**src/rtl/fetch_queue.sv**
```systemverilog
// rtl/fetch_queue.sv - show-ahead instruction queue between fetch and decode
//
// Purpose: small FIFO of {instr, pc} pairs. The head entry is presented to
// decode combinationally from registered state (no read latency); a NOP
// bubble with pc 0 is presented whenever the queue is empty.
//
// Ports:
//   c_clk        clock, all state updates on the rising edge
//   c_rst        asynchronous active-high reset (pointers and count only)
//   fq_i_flush   discard all queued entries; wins over push and pop
//   fq_i_valid   fetch presents fq_i_instr / fq_i_pc
//   fq_i_instr   fetched instruction word
//   fq_i_pc      PC of the fetched instruction
//   fq_o_ready   queue can accept a push (not full)
//   fq_o_valid   head entry valid for decode (not empty)
//   fq_o_instr   head instruction, NOP_INSTR when empty
//   fq_o_pc      head PC, 0 when empty
//   fq_i_ready   decode consumes the head this cycle
//   fq_o_count   occupied entries, 0..DEPTH
//   fq_o_full    count == DEPTH
//   fq_o_empty   count == 0

module fetch_queue #(
  parameter int                IWIDTH    = 32,
  parameter int                PC_WIDTH  = 32,
  parameter int                DEPTH     = 4,
  parameter logic [IWIDTH-1:0] NOP_INSTR = IWIDTH'(32'h00000013)
) (
  input  logic                       c_clk,
  input  logic                       c_rst,
  input  logic                       fq_i_flush,
  input  logic                       fq_i_valid,
  input  logic [IWIDTH-1:0]          fq_i_instr,
  input  logic [PC_WIDTH-1:0]        fq_i_pc,
  output logic                       fq_o_ready,
  output logic                       fq_o_valid,
  output logic [IWIDTH-1:0]          fq_o_instr,
  output logic [PC_WIDTH-1:0]        fq_o_pc,
  input  logic                       fq_i_ready,
  output logic [$clog2(DEPTH):0]     fq_o_count,
  output logic                       fq_o_full,
  output logic                       fq_o_empty
);

  localparam int AW = $clog2(DEPTH);
  localparam int CW = AW + 1;

  // Storage is deliberately left out of reset/flush; only the pointers and
  // the count define which entries are live.
  logic [IWIDTH-1:0]   instr_mem [DEPTH];
  logic [PC_WIDTH-1:0] pc_mem    [DEPTH];

  logic [AW-1:0] rd_ptr;
  logic [AW-1:0] wr_ptr;
  logic [CW-1:0] count;

  logic push;
  logic pop;

  // Status flags come straight from the count register, so there is no
  // combinational path from any input to any output.
  assign fq_o_full  = (count == CW'(DEPTH));
  assign fq_o_empty = (count == '0);
  assign fq_o_ready = !fq_o_full;
  assign fq_o_valid = !fq_o_empty;
  assign fq_o_count = count;

  // Push is gated by ready, so a push while full is refused even when a pop
  // frees a slot in the same cycle.
  assign push = fq_i_valid && fq_o_ready && !fq_i_flush;
  assign pop  = fq_o_valid && fq_i_ready && !fq_i_flush;

  // Show-ahead head: mask with the bubble when empty so stale storage never
  // leaks out after a flush or reset.
  assign fq_o_instr = fq_o_empty ? NOP_INSTR      : instr_mem[rd_ptr];
  assign fq_o_pc    = fq_o_empty ? '0             : pc_mem[rd_ptr];

  always_ff @(posedge c_clk) begin
    if (push) begin
      instr_mem[wr_ptr] <= fq_i_instr;
      pc_mem[wr_ptr]    <= fq_i_pc;
    end
  end

  // DEPTH is a power of two, so the pointers wrap naturally on overflow.
  always_ff @(posedge c_clk or posedge c_rst) begin
    if (c_rst) begin
      rd_ptr <= '0;
      wr_ptr <= '0;
      count  <= '0;
    end else if (fq_i_flush) begin
      rd_ptr <= '0;
      wr_ptr <= '0;
      count  <= '0;
    end else begin
      if (push) begin
        wr_ptr <= wr_ptr + AW'(1);
      end
      if (pop) begin
        rd_ptr <= rd_ptr + AW'(1);
      end
      case ({push, pop})
        2'b10:   count <= count + CW'(1);
        2'b01:   count <= count - CW'(1);
        default: count <= count;
      endcase
    end
  end

endmodule

```
**config.mk**
```make
export PLATFORM = sky130hd
export DESIGN_NAME = fetch_queue
export DESIGN_NICKNAME = d
export VERILOG_FILES = /design/src/rtl/fetch_queue.sv
export SDC_FILE = /design/constraint.sdc
export NUM_CORES = 1
export LEC_CHECK = 0
export CAP_MARGIN = 20
export CORE_MARGIN = 4
export CORE_UTILIZATION = 59
export CTS_CLUSTER_SIZE = 12
export DETAILED_ROUTE_END_ITERATION = 10
export PLACE_DENSITY = 0.93
export SLEW_MARGIN = 20
export SYNTH_ARGS = -nofsm -noshare
export SYNTH_HDL_FRONTEND = slang
export SYNTH_SLANG_ARGS = --single-unit
```
**constraint.sdc**
```tcl
create_clock -name c_clk -period 5.84 [get_ports c_clk]
set_input_delay 1.168 -clock c_clk [delete_from_list [all_inputs] [get_ports c_clk]]
set_output_delay 1.168 -clock c_clk [all_outputs]
set_load 0.005 [all_outputs]
```
==> results.cfg <==
[route]
wire_per_inst_um = 23.2
drtAntennaViolNets = 0
via_count = 5044
wl_um = 19700
routed_via_density = 5.93
dr.pass1.iters = 6
drc = 0
drt-initial-drc-count = 350

[critical_path]
cp-end-kind = output pin
critPathLaunchType = flip-flop
arrival_ns = 3.02
crit_fanout = 25
reg2reg_depth = 4
crit_required_ns = 4.67
worstSetupPathType = flip-flop to output pin

[floorplan]
std_cell_rows = 47
ios = 140
die_height_um = 140
die_w_um = 140
core-area_um2 = 16800
die_area_um2 = 19500
start_util_pct = 61.0

[power]
leakagePower_uw = 0.00399
p_per_area_nw_per_um2 = 338
ir_worst_vdd_mv = 0.274

[cts]
cts_tree = built
cts-root-buf = clkbuf_16
cts_setup_buffers = 0
clock_path_buffers = 3
cts_hold_buf = 0
cts-resized-gates = 0
cts_buffers = 27
htreeDepth = 1
clock-sinks = 263
path_clk_slew_ns = 0.06
clock_latency_ns = 0.51

[sta]
rsz0062_at_grt = false
slew_headroom_pct = 29.9
fmax_mhz = 239
tightest_slew_ns = 1.05
timing.setup.tns_ns = 0
drv_slew = 0
min_period_ns = 4.19
period_share_pct = 71.8
setup_violations = 0
hold_viol_final = 0
fin_worst_skew_ns = 0.0114

[cells_and_area]
layout.nets = 689
final_cells = 851
multi_input_area_um2 = 2180
final_layout_size_suffix_gt1_share_pct = 17.1
nFillCells = 940
antenna_cells = 0
register_area_um2 = 7870
area_delta_synth_final_pct = 23.0

[synth]
netlist_instances = 472
synth_area_um2 = 10200
synth_cell_type_count = 32
ys_warn_count = 0
synth_seq_area_share_pct = 76.9
ys_seq_elements = 263
syn_avg_cell_area_um2 = 21.6
syn_nets = 546

[placed_design]
dp.cells = 806
port_buffers = 139
gp_congestion = 0.787
place_hpwl_um = 11200

[grt]
first_global_vias = 5443
overflow = 0
antenna_found_initial = 1
grt_max_degree = 66
grt_pass1_wl_um = 31200
grt_usage_pct = 20.5

[hold_path]
holdPathStages = 2
hold_class = flip-flop to flip-flop

[job]
maxCapViolations = 0

[status]
status = finished, final reports clean
[registers in the layout, summed over array words and instances, names as in the netlist]
signal      cells
fq_o_count      3
rd_ptr          2
pc_mem        128
wr_ptr          2
instr_mem     128
[layout make-up]
class,instances,area share (%)
repair buffers,141,11.2
clock buffers,40,6.00
well taps,220,2.19
inverters,9,0.269
flip-flops and latches,263,62.6
multi-input cells,173,17.3
clock inverters,5,0.378
[power breakdown]
part,switching (µW),total [µW],internal (µW)
clock network,639,1560,926
registers,41.1,2170,2130
logic,205,513,308
[kinds of logic after synthesis]
kind of cell	after synthesis	share of synthesized area, %
AO/OA/AOI/OAI	15	0.992
AND/OR/NAND/NOR	85	5.07
flip-flops	263	76.9
adder cells (fa/ha/maj)	5	0.686
multiplexers	65	14.2
XOR/XNOR	3	0.257
buffers and inverters	36	1.84
[layer usage]
layer	vias up	wire (µm)	GRT usage, %	part of all wire, %
met4	2	420	4.84	2.1
met2	211	10200	34.6	52
met3	44	1360	4.05	6.9
li1	2190	-	-	-
met1	2597	7670	28.4	39
met5	-	20	0	0.10
[placed cells by master (no fill, tap or decap), types with 2 or more instances in the layout]
cell type	n
and2_4	4
inv_1	9
buf_4	2
dfrtp_1	5
a21oi_1	4
nand2b_1	2
edfxtp_1	256
or2_1	3
nor2_1	3
clkbuf_8	3
o21ai_0	2
xor2_1	2
clkinv_2	2
dfrtp_4	2
and2_1	62
nor3_1	2
clkbuf_1	10
mux4_2	64
nand3_1	4
ha_1	4
clkinv_1	2
clkdlybuf4s50_1	139
clkbuf_16	27
o22ai_1	2
o2111ai_1	2
[worst max-delay path, stage by stage, from the launching register on]
cell and delay (ns):
dfrtp_4 0.76, buf_4 0.50, mux4_2 0.58, and2_1 0.18, clkdlybuf4s50_1 0.47
[cell usage after synthesis]
library cell	count	area, µm²
nor2_1	3	11.3
or2_1	3	18.8
dfrtp_1	7	175
nor3b_1	1	7.51
a211oi_1	1	7.51
clkbuf_1	10	37.5
mux4_2	64	1440
or3b_1	1	8.76
nor3_1	2	10.0
fa_1	1	20.0
o2111ai_1	2	17.5
o22ai_1	2	12.5
or2_2	1	6.26
mux2_2	1	11.3
buf_2	12	60.1
nand2_1	1	3.75
edfxtp_1	256	7690
o31ai_1	1	7.51
nand3_1	4	20.0
xnor2_1	1	8.76
o21ai_0	2	10.0
buf_6	5	56.3
a221oi_1	1	8.76
or3_1	1	6.26
inv_1	9	33.8
xor2_1	2	17.5
o311ai_0	1	8.76
a311oi_1	1	8.76
nand2b_1	2	12.5
a21oi_1	4	20.0
ha_1	4	50.1
and2_1	66	413
[per-stage QoR]
step / total power [µW] / hold slack (ns) / area [µm²] / setup WS [ns] / utilization [%]
global placement: 2710 / 0.569 / 11800 / 2.18 / 70.2
global route: 4410 / 0.652 / 12600 / 1.43 / 75.0
finish: 4250 / 0.606 / 12600 / 1.65 / 75.0
CTS: 4280 / 0.602 / 12600 / 1.56 / 75.0
detailed placement: 2730 / 0.594 / 11800 / 2.09 / 70.2
floorplan: 2460 / 0.557 / 10200 / 2.06 / -
[worst paths after layout]
kind	from	end	slack [ns]
max in group asynchronous	c_rst	rd_ptr[0]$_DFFE_PP0P_	4.70
min	wr_ptr[0]$_DFFE_PP0P_	wr_ptr[0]$_DFFE_PP0P_	0.61
max reg2reg	fq_o_count[0]$_DFFE_PP0P_	instr_mem[1][23]$_DFFE_PP_	3.13
min in group asynchronous	c_rst	fq_o_count[2]$_DFFE_PP0P_	0.89
min reg2reg	wr_ptr[0]$_DFFE_PP0P_	wr_ptr[0]$_DFFE_PP0P_	0.61
max	rd_ptr[0]$_DFFE_PP0P_	fq_o_instr[3]	1.65
Note: power is estimated with default switching activity, not from simulation.
